$ cat src/rtl/key_switch_debouncer.sv
// Conditions raw pushbuttons and slide switches for the memory-mapped I/O block.
// Each input is synchronised and then bounce-filtered. Keys are active-low on the pins and
// active-high on the outputs. Each key also produces a one-cycle press pulse and sets a sticky
// latch, which software clears by mask.
module key_switch_debouncer #(
    parameter int unsigned NUM_KEYS        = 4,
    parameter int unsigned NUM_SWITCHES    = 10,
    parameter int unsigned DEBOUNCE_CYCLES = 50000
) (
    input  logic                    clk,
    input  logic                    resetN,
    input  logic [NUM_KEYS-1:0]     keysRaw,
    input  logic [NUM_SWITCHES-1:0] switchesRaw,
    input  logic [NUM_KEYS-1:0]     clearKeys,
    output logic [NUM_KEYS-1:0]     keys,
    output logic [NUM_SWITCHES-1:0] switches,
    output logic [NUM_KEYS-1:0]     keyPress,
    output logic [NUM_KEYS-1:0]     keyLatch
);

    // Keys occupy the low bits and switches the high bits of one shared filter vector.
    localparam int unsigned NumBits = NUM_KEYS + NUM_SWITCHES;
    localparam int unsigned CntW    = $clog2(DEBOUNCE_CYCLES);
    localparam logic [CntW-1:0] TermCnt = CntW'(DEBOUNCE_CYCLES - 1);
    // Idle pin levels: keys released (1), switches low (0).
    localparam logic [NumBits-1:0] SyncIdle = {{NUM_SWITCHES{1'b0}}, {NUM_KEYS{1'b1}}};

    logic [NumBits-1:0]  rawAll;
    logic [NumBits-1:0]  syncMetaQ;
    logic [NumBits-1:0]  syncQ;
    logic [NumBits-1:0]  syncLevel;
    logic [NumBits-1:0]  debQ;
    logic [NumBits-1:0]  debD;
    logic [CntW-1:0]     cntQ [NumBits];
    logic [CntW-1:0]     cntD [NumBits];
    logic [NUM_KEYS-1:0] keysPrevQ;
    logic [NUM_KEYS-1:0] pressQ;
    logic [NUM_KEYS-1:0] pressD;
    logic [NUM_KEYS-1:0] latchQ;
    logic [NUM_KEYS-1:0] latchD;

    assign rawAll = {switchesRaw, keysRaw};

    // Key levels are inverted after the synchroniser so that 1 means pressed from here on.
    assign syncLevel = {syncQ[NumBits-1:NUM_KEYS], ~syncQ[NUM_KEYS-1:0]};

    // Two-flop synchroniser. On reset it loads the idle pin levels, not zero.
    always_ff @(posedge clk or negedge resetN) begin
        if (!resetN) begin
            syncMetaQ <= SyncIdle;
            syncQ     <= SyncIdle;
        end else begin
            syncMetaQ <= rawAll;
            syncQ     <= syncMetaQ;
        end
    end

    // Per-bit stability counter. It accepts a change only after DEBOUNCE_CYCLES consecutive
    // disagreeing samples. Any agreeing sample restarts the count.
    always_comb begin
        debD = debQ;
        for (int i = 0; i < NumBits; i++) begin
            cntD[i] = '0;
            if (syncLevel[i] != debQ[i]) begin
                if (cntQ[i] == TermCnt) begin
                    debD[i] = syncLevel[i];
                end else begin
                    cntD[i] = cntQ[i] + 1'b1;
                end
            end
        end
    end

    // Filter state. Reset discards any pending change.
    always_ff @(posedge clk or negedge resetN) begin
        if (!resetN) begin
            debQ <= '0;
            for (int i = 0; i < NumBits; i++) begin
                cntQ[i] <= '0;
            end
        end else begin
            debQ <= debD;
            for (int i = 0; i < NumBits; i++) begin
                cntQ[i] <= cntD[i];
            end
        end
    end

    // Detect rising edges on the debounced keys. A set of the latch beats a clear in the
    // same cycle, so a press is never lost to a racing software clear.
    always_comb begin
        pressD = debQ[NUM_KEYS-1:0] & ~keysPrevQ;
        latchD = (latchQ & ~clearKeys) | pressQ;
    end

    // Press pulse and sticky latch registers.
    always_ff @(posedge clk or negedge resetN) begin
        if (!resetN) begin
            keysPrevQ <= '0;
            pressQ    <= '0;
            latchQ    <= '0;
        end else begin
            keysPrevQ <= debQ[NUM_KEYS-1:0];
            pressQ    <= pressD;
            latchQ    <= latchD;
        end
    end

    assign keys     = debQ[NUM_KEYS-1:0];
    assign switches = debQ[NumBits-1:NUM_KEYS];
    assign keyPress = pressQ;
    assign keyLatch = latchQ;

endmodule

$ cat config.mk
export PLATFORM = sky130hd
export DESIGN_NAME = key_switch_debouncer
export DESIGN_NICKNAME = d
export VERILOG_FILES = /design/src/rtl/key_switch_debouncer.sv
export SDC_FILE = /design/constraint.sdc
export NUM_CORES = 1
export LEC_CHECK = 0
export ABC_AREA = 1
export CORE_MARGIN = 2
export CORE_UTILIZATION = 35
export DETAILED_ROUTE_END_ITERATION = 16
export PLACE_DENSITY_LB_ADDON = 0.2
export REMOVE_ABC_BUFFERS = 1
export SLEW_MARGIN = 20
export SYNTH_ARGS = -nofsm -noshare
export SYNTH_HDL_FRONTEND = slang
export SYNTH_SLANG_ARGS = --single-unit
$ cat constraint.sdc
create_clock -name clk -period 4.5 [get_ports clk]
set_clock_uncertainty 0.15 [all_clocks]
set_input_delay 0.9 -clock clk [delete_from_list [all_inputs] [get_ports clk]]
set_output_delay 0.9 -clock clk [all_outputs]
set_load 0.1 [all_outputs]
After elaboration in Yosys (flattened, before gate mapping)
Index checks and enable logic that the tools add are counted.
{"block": "totals", "n_memories": 0, "ram_bits": 0, "output_inout_bits": 22, "in_bits": 20, "latch_bits": 0, "reg_bits": 278, "rom_bits": 0}
{"block": "classes", "n_eq_ne": 28, "bitwise": 6, "n_div": 0, "n_reduce_logical": 14, "magnitude_cmp": 0, "shift": 0, "multipliers": 0, "muxes": 28, "addsub": 14}
{"op": "16-bit two-way mux", "count": 28}
{"op": "16-bit by 1-bit adder with 16-bit output (second input constant)", "count": 14}
{"op": "16-bit == test (second input constant)", "count": 14}
{"op": "2-bit AND reduction", "count": 14}
{"op": "1-bit inequality test", "count": 14}
{"op": "4-bit inverter", "count": 3}
{"op": "4-bit AND", "count": 2}
{"op": "4-bit bitwise OR", "count": 1}

Logic depth before layout (Yosys ltp)
Gate-level depths: netlist of the first run.
{"block": "logic_depth", "word_depth": 3, "depth_mapped": 8, "depth_no_buf": 8}

Worst setup path after synthesis of the first run
OpenSTA, ideal clock, no wires.
{"block": "synth_path", "path_type": "register to output", "startpoint": "reg debQ[0]", "endpoint": "out keys[0]", "stages_incl_launch_ff": 1, "t_arrival_ns": 0.978, "path_slack_ns": 2.472, "n_path_buf": 0, "cell_sequence": "dfrtp_1"}
{"item": "start: declaration", "line_no": "32", "text": "logic [NumBits-1:0] debQ;"}
{"item": "start signal: assignment", "line_no": "77", "text": "debQ <= '0;"}
{"item": "start signal: assignment", "line_no": "82", "text": "debQ <= debD;"}
{"item": "end: declaration", "line_no": "15", "text": "output logic [NUM_KEYS-1:0] keys,"}
No word-level cell between the ends.

Worst setup path in the final report of the first run
{"block": "layout_path", "startpoint": "reg debQ[3]", "endpoint": "out keys[3]"}
No word-level cell between the ends.

==> run summary, run 1 <==
CTS tree = built
Pwr Density = 339 mW/mm^2
Gr ovfl total = 0
Sequential area share after synthesis = 49.5%
Post-synthesis register bit count = 278
Global Route Usage Sum = 14.3%
CTS Buf Count = 35
Fin crit share = 70.7%
Peak supply drop = 0.240 mV
Static leakage power = 7.64 nW
Synth Cell Area = 0.0141 sq mm
Clk pwr share = 50.0%
Crit path kind = reg2out
DR pass1 iterations = 4
Slew margin rel. = 34.2%
FMAX = 314 MHz
Via count = 11193
Final instance area = 0.0163 sq mm
Area Growth Syn to Fin = 16.2%
Placed inst area = 0.0152 sq mm
Starting Density = 35.4%
Crit end category = output pin
Final worst path period need = 3.18 ns
Post-route ant nets = 0
First-pass GRT wire length = 50400 microns
Crit-path cells = clkdlybuf4s50_1
Clk sink count = 278
H-tree Lvls = 2
DRC violations left = 0
IO Port Bufs = 41
NetSw = 1.23 mW
Post-cts sizing count = 0
Die W = 204 microns
Clk Tree Root Cell = clkbuf_16
Wirelength, routed = 28500 microns
# rows = 73
Critical path startpoint category = register
Initial antenna violation count = 0
Worst-path maximum fanout = 5
Comb power frac = 3.3%
WP data required = 3.45 ns
Vias in the first global route = 10951
Yosys synthesis warning count = 0
Switching share of total power = 22.2%
Fin Setup TNS = 0 ns
Max Cap Viol = 0
Antenna cells = 0
WP data arrival = 2.13 ns
HPWL Detailed = 19900 microns
Mapped Cells = 1785
Die ar. = 0.0418 sq mm
Largest family of logic cells by synthesized area = simple AND/OR/NAND/NOR gates
CTS hold repair buffers = 0
Final #Nets = 1902
Fin. max-slew vios = 0
GPL Wtd Cong = 0.846
Layout cells sized above 1 = 6.45%
CP max-delay cell = clkdlybuf4s50_1
Setup-failing EPs final = 0
Clock Pin Slew Worst Setup and Hold Paths = 0.06 ns
Seq pwr share = 46.7%
Bufs and invs on worst path = 1
Largest net degree at the start of global routing = 82
Multiplexer share of the synthesized area = 0%
Worst slew pin tran = 0.984 ns
Syn_area_per_cell = 7.88 sq um
Synth Area in Adders = 1.25%
Complex-gate fraction of the synthesized area = 4.17%
Library cells used by synthesis = 28
Fill cells = 4012
Share of the synthesized area in the top cell type = 48.0%
IO Pins = 42
Yosys top cell by area = dfrtp_1
Area of the core = 0.0397 sq mm
Final hold vios = 0
Slowest stage delay, CP = 1.17 ns
Avg Vias per Cell = 4.63
Drt initial violations = 447
Clk_lat worst skew = 0.53 ns
Post-Synth Simple-Gate Area = 33.0%
Routed wire length per instance = 11.8 microns
Status = complete, no violations
Post-CTS Setup Repair Bufs = 0
Cell internal pwr = 4.30 mW
Height of the die = 204 microns
CP delay by family, top = buffers and inverters
Clk buf depth = 3
Min Hold Slack = 0.193 ns
Worst min path class = reg2reg
Post-Synth XOR/XNOR Area = 6.56%
Synth top area cells = dfrtp_1, nor2_1, nand2_1, nand3_1, inv_1
Unrepaired setup endpoints after global routing = no
layer usage:
metal  vias up  track usage, %  part of all wire [%]
li1       5807               -                     -
met1      5198            19.3                    49
met2       138            22.9                    45
met3        50            3.24                   3.7
met4         0            4.63                   2.4
met5         -               0                     0
cells in the mapped netlist:
cell type and instances:
xnor2_1 35, ha_1 14, nand2_1 353, xor2_1 61
nor3b_2 1, o21bai_1 21, nor3_1 13, nor2_4 4
dfrtp_1 270, nor3b_1 6, nand3_1 156, a21oi_1 32
a21o_1 5, nand3b_1 2, nand2_2 20, nor3_4 2
nor2_1 470, o21ai_1 2, nand4_1 41, nor3_2 13
xnor2_2 2, inv_1 203, xor2_2 3, a31oi_1 17
nand3_2 4, o21ai_0 23, dfstp_2 8, inv_2 4
path summary, 6_finish.rpt:
path,start,to,slack [ns],depth (start not counted)
setup / recovery,debQ[3]$_DFFE_PN0P_,keys[3],1.32,1
hold / removal,syncMetaQ[4]$_DFF_PN0_,syncQ[4]$_DFF_PN0_,0.19,0
setup reg to reg,cntQ[128]$_DFF_PN0_,cntQ[136]$_DFF_PN0_,2.67,6
hold reg to reg,syncMetaQ[4]$_DFF_PN0_,syncQ[4]$_DFF_PN0_,0.19,0
max in group asynchronous,resetN,syncMetaQ[3]$_DFF_PN1_,3.04,2
min in group asynchronous,resetN,debQ[10]$_DFFE_PN0P_,0.21,1
sequential cells by signal (all words and copies together) (netlist names):
signal / count
syncQ: 14
cntQ: 224
debQ: 14
keysPrevQ: 4
syncMetaQ: 14
keyLatch: 4
keyPress: 4
metrics by stage:
step	utilization, %	std cells	total power, mW	setup slack, ns
final	41.1	2417	5.53	1.32
after global routing	41.1	2417	5.79	1.22
after CTS	41.1	2417	5.66	1.27
after detailed placement	38.3	2356	2.82	1.85
after global placement	38.3	2356	2.82	1.88
after floorplan	-	1785	2.71	2.47
kinds of logic after synthesis:
family,count (synthesis)
simple gates,1085
flops,278
buf+inv,207
xor+xnor,101
compound gates,100
fa+ha+maj,14
power by group through the flow:
stage	clock [mW]	sequential, mW	combinational, mW
after floorplan	0	2.62	0.0918
after global placement	0	2.63	0.191
after detailed placement	0	2.63	0.193
after CTS	2.88	2.58	0.193
after global routing	2.98	2.59	0.221
final	2.76	2.58	0.185
placed cells by master (no fill, tap or decap), types with 5 or more instances in the layout:
master,instances
nor2_1,470
nand2_1,353
dfrtp_1,270
inv_1,203
nand3_1,156
xor2_1,61
nand4_1,41
clkdlybuf4s50_1,40
clkbuf_16,37
xnor2_1,35
a21oi_1,32
o21ai_0,23
o21bai_1,21
nand2_2,20
a31oi_1,17
ha_1,14
nor3_1,13
nor3_2,13
clkinv_2,9
dfstp_2,8
nor3b_1,6
clkbuf_1,6
a21o_1,5
clkbuf_8,5
final cells by class:
cell class | count | area, sq um | share of cell area [%]
multi-input cells | 1300 | 6320 | 38.7
flip-flops and latches | 278 | 6970 | 42.6
repair buffers | 46 | 478 | 2.93
clock inverters | 13 | 120 | 0.735
well taps | 525 | 657 | 4.02
inverters | 207 | 777 | 4.76
clock buffers | 48 | 1020 | 6.23
Note: power is estimated with default switching activity, not from simulation.
==> inputs of run 2 (changes only) <==
==> constraint.sdc (replaced) <==
create_clock -name clk -period 3 [get_ports clk]
set_clock_uncertainty 0.15 [all_clocks]
set_input_delay 0.6 -clock clk [delete_from_list [all_inputs] [get_ports clk]]
set_output_delay 0.6 -clock clk [all_outputs]
set_load 0.1 [all_outputs]
==> run summary, run 2 (same netlist as run 1, synthesis figures left out) <==
Gr ovfl total = 0
Largest net degree at the start of global routing = 66
Placed inst area = 0.0152 sq mm
R2R depth = 6
IO Port Bufs = 41
CTS Buf Count = 35
R2r setup slk = 1.33 ns
Commonest non-fill, non-tap cell in the layout = nor2_1
Max FFs per register = 224
Avg Vias per Cell = 4.61
Clk buf depth = 3
H-tree Lvls = 2
Vias in the first global route = 10790
Most frequent cells in the layout = nor2_1, nand2_1, dfrtp_1
Unrepaired setup endpoints after global routing = no
Antenna cells = 0
Layout cells sized above 1 = 7.91%
Max Cap Viol = 0
Pwr Density = 524 mW/mm^2
# rows = 73
IO Pins = 42
Slew margin rel. = 57.5%
WP data arrival = 1.31 ns
Area Growth Syn to Fin = 16.8%
Die ar. = 0.0418 sq mm
Clk sink count = 278
Top reg by flops = cntQ
CP max-delay cell = dfrtp_1
Initial antenna violation count = 0
Status = complete, no violations
Post-route ant nets = 0
GPL Wtd Cong = 0.848
CTS tree = built
Worst R2R Start = cntQ[112]$_DFF_PN0_
Placed insts = 2358
Worst slew pin tran = 0.636 ns
Clk_lat worst skew = 0.53 ns
Die W = 204 microns
Final cell count without fillers = 2421
Height of the die = 204 microns
Drt initial violations = 569
Worst-path maximum fanout = 5
Crit-path cells = buf_4
Starting Density = 35.4%
Hold Path Sink = syncQ[11]$_DFF_PN0_
Slowest stage delay, CP = 0.46 ns
Fill cells = 3965
Static leakage power = 7.75 nW
Routed wire length per instance = 11.6 microns
Fin Setup TNS = 0 ns
HPWL Detailed = 20100 microns
Via count = 11161
Peak supply drop = 0.369 mV
Crit path kind = reg2out
Clock Pin Slew Worst Setup and Hold Paths = 0.06 ns
Final #Nets = 1905
CP delay by family, top = flip-flops
Worst hold path cell count = 0
Critical path startpoint category = register
Worst min path class = reg2reg
Setup-failing EPs final = 0
DR pass1 iterations = 7
Bufs and invs on worst path = 1
DRC violations left = 0
Wirelength, routed = 28100 microns
Post-cts sizing count = 0
Fin crit share = 68.8%
Area of the core = 0.0397 sq mm
Final hold vios = 0
Reg2Reg Capture Point = cntQ[120]$_DFF_PN0_
Fin. max-slew vios = 0
Final worst path period need = 2.06 ns
FMAX = 485 MHz
First-pass GRT wire length = 50200 microns
Global Route Usage Sum = 14.3%
Hold path startpoint = syncMetaQ[11]$_DFF_PN0_
Clk Tree Root Cell = clkbuf_16
Crit end category = output pin
WP data required = 2.25 ns
Final instance area = 0.0164 sq mm
-- run 2: final cells by class --
cell class / count / area (sq um) / share of cell area, %
clock buffers: 46 / 997 / 6.07
inverters: 207 / 777 / 4.73
flip-flops and latches: 278 / 6970 / 42.4
well taps: 525 / 657 / 4.00
clock inverters: 16 / 241 / 1.47
multi-input cells: 1300 / 6320 / 38.5
repair buffers: 49 / 473 / 2.88
-- run 2: worst max-delay path by stage --
stage,start,endpoint,cells after the start
6_report,debQ[0]$_DFFE_PN0P_,keys[0],1
5_1_grt,debQ[0]$_DFFE_PN0P_,keys[0],1
4_1_cts,debQ[0]$_DFFE_PN0P_,keys[0],1
3_5_place_dp,cntQ[112]$_DFF_PN0_,cntQ[120]$_DFF_PN0_,6
3_3_place_gp,cntQ[112]$_DFF_PN0_,cntQ[120]$_DFF_PN0_,6
2_1_floorplan,debQ[5]$_DFFE_PN0P_,cntQ[139]$_DFF_PN0_,3
-- run 2: routing by layer --
metal | up-vias | GRT usage, % | part of all wire, %
met5 | - | 0 | 0
met4 | 0 | 4.87 | 2.6
met3 | 55 | 3.01 | 3.7
met2 | 159 | 23.3 | 45
met1 | 5131 | 18.8 | 48
li1 | 5816 | - | -
-- run 2: power by group --
part	internal, mW	switching, mW	total [mW]
Combinational	0.0994	0.182	0.281
Clock	2.85	1.61	4.46
Sequential	3.82	0.0545	3.88
-- run 2: repair_timing --
| item | 4_1_cts | 5_1_grt |
|---|---|---|
| endpoints found under the hold margin | 52 | 0 |
| hold buffers | 1 | 0 |
| setup buffers | 0 | 0 |
-- run 2: per-stage QoR --
step	power [mW]	utilization (%)	setup slack [ns]	hold WS (ns)
floorplan	4.07	-	1.15	0.154
global placement	4.23	38.2	1.36	0.183
detailed placement	4.23	38.2	1.32	0.187
CTS	8.83	41.4	0.865	0.197
global route	9.03	41.4	0.861	0.208
finish	8.62	41.4	0.937	0.193
==> inputs of run 3 (changes only) <==
==> constraint.sdc (replaced) <==
create_clock -name clk -period 1.8 [get_ports clk]
set_clock_uncertainty 0.15 [all_clocks]
set_input_delay 0.36 -clock clk [delete_from_list [all_inputs] [get_ports clk]]
set_output_delay 0.36 -clock clk [all_outputs]
set_load 0.1 [all_outputs]
==> run summary, run 3 (same netlist as run 1, synthesis figures left out) <==
Height of the die = 204 microns
First-pass GRT wire length = 50900 microns
Final hold vios = 0
Critical path startpoint category = register
Switching share of total power = 22.3%
Area of the core = 0.0397 sq mm
Via count = 11177
Cell internal pwr = 10.4 mW
Fin crit share = 96.4%
Clock Pin Slew Worst Setup and Hold Paths = 0.05 ns
Die ar. = 0.0418 sq mm
Largest net degree at the start of global routing = 73
Seq pwr share = 48.4%
Pwr Density = 802 mW/mm^2
FMAX = 576 MHz
Gr ovfl total = 0
Status = complete, no violations
Setup-failing EPs final = 0
Final worst slack = 0.0651 ns
Slowest stage delay, CP = 0.49 ns
WP data required = 1.29 ns
Bufs and invs on worst path = 1
# rows = 73
Post-route ant nets = 0
Crit end category = output pin
IO Port Bufs = 41
Layout cells sized above 1 = 8.25%
Peak supply drop = 0.624 mV
Unrepaired setup endpoints after global routing = yes
CP delay by family, top = flip-flops
Initial antenna violation count = 0
GPL Wtd Cong = 0.856
CTS tree = built
Fill cells = 3978
Starting Density = 35.4%
Top reg by flops = cntQ
Comb power frac = 3.7%
Worst slew pin tran = 0.506 ns
Routed wire length per instance = 11.7 microns
Clk sink count = 278
Drt initial violations = 485
Clk Tree Root Cell = clkbuf_16
Crit-path cells = buf_12
Final worst path period need = 1.73 ns
Pre-CTS worst setup slack = 0.118 ns
Area of the multi-input gates = 0.00634 sq mm
Worst min path class = in2reg
Wirelength, routed = 28400 microns
Final #Nets = 1916
Placed insts = 2369
Global Route Usage Sum = 14.5%
IO Pins = 42
Total power = 13.3 mW
Crit path kind = reg2out
Avg Vias per Cell = 4.60
Static leakage power = 7.80 nW
DRC violations left = 0
Slew margin rel. = 66.1%
Most frequent cells in the layout = nor2_1, nand2_1, dfrtp_1
Clk_lat worst skew = 0.53 ns
R2r setup slk = 0.12 ns
Max FFs per register = 224
DR pass1 iterations = 6
H-tree Lvls = 2
Fin. max-slew vios = 0
Clk buf depth = 3
Commonest non-fill, non-tap cell in the layout = nor2_1
WP data arrival = 1.22 ns
CTS Buf Count = 35
Worst-path maximum fanout = 5
Vias in the first global route = 10923
Final cell count without fillers = 2428
Antenna cells = 0
Die W = 204 microns
CP max-delay cell = dfrtp_1
Max Cap Viol = 0
HPWL Detailed = 20300 microns
Clk pwr share = 47.8%
Area Growth Syn to Fin = 18.3%
NetSw = 2.98 mW
Register area = 0.00697 sq mm
## run 3: changes by cell type in the layout (fill, tap and decap cells not counted), sizes merged
cell,previous run,this run
bufinv,6,0
clkbuf,46,51
clkinvlp,3,0
buf,30,41
## run 3: path summary, 6_finish.rpt
path                       depth (start not counted)                     end                    start
setup / recovery                                   1                 keys[0]      debQ[0]$_DFFE_PN0P_
hold / removal                                     1  syncMetaQ[1]$_DFF_PN1_               keysRaw[1]
setup reg to reg                                   6     cntQ[129]$_DFF_PN0_      cntQ[128]$_DFF_PN0_
hold reg to reg                                    0     syncQ[11]$_DFF_PN0_  syncMetaQ[11]$_DFF_PN0_
max in group asynchronous                          3  syncMetaQ[2]$_DFF_PN1_                   resetN
min in group asynchronous                          2      cntQ[16]$_DFF_PN0_                   resetN
## run 3: routing by layer
layer	vias up	wire length [microns]	global-route usage (%)
met4	0	680	5.23
met1	5166	13800	19.5
met3	47	1030	2.65
met2	143	12800	23.2
li1	5821	-	-
met5	-	0	0
## run 3: power groups by stage
stage / sequential [mW] / clock [mW] / combinational (mW)
finish: 6.46 / 6.38 / 0.499
floorplan: 6.55 / 0 / 0.230
global route: 6.47 / 6.95 / 0.586
detailed placement: 6.57 / 0 / 0.515
global placement: 6.56 / 0 / 0.509
CTS: 6.46 / 6.69 / 0.520
## run 3: area by class of cell
| class | count | area share, % |
|---|---|---|
| sequential | 278 | 41.9 |
| multi-input combinational | 1300 | 38.1 |
| clock buffer | 51 | 5.99 |
| timing repair buffer | 60 | 5.14 |
| inverter | 207 | 4.67 |
| tap | 525 | 3.95 |
| clock inverter | 7 | 0.233 |
## run 3: timing repair
item	4_1_cts	5_1_grt
setup buffers	0	0
hold endpoints to repair	270	0
gates resized for setup	0	8
endpoints found under the setup margin	0	29
hold buffers	1	0
## run 3: through the flow
stage               instance area (sq um)   TNS, ns  util (%)  hold slack [ns]
finish                              16600         0      41.9           0.0859
global route                        16600  -0.00190      41.9           0.0673
CTS                                 16600         0      41.8           0.0514
detailed placement                  15600         0      39.2           0.0633
global placement                    15600         0      39.2           0.0617
floorplan                           14100    -0.853         -          -0.0856
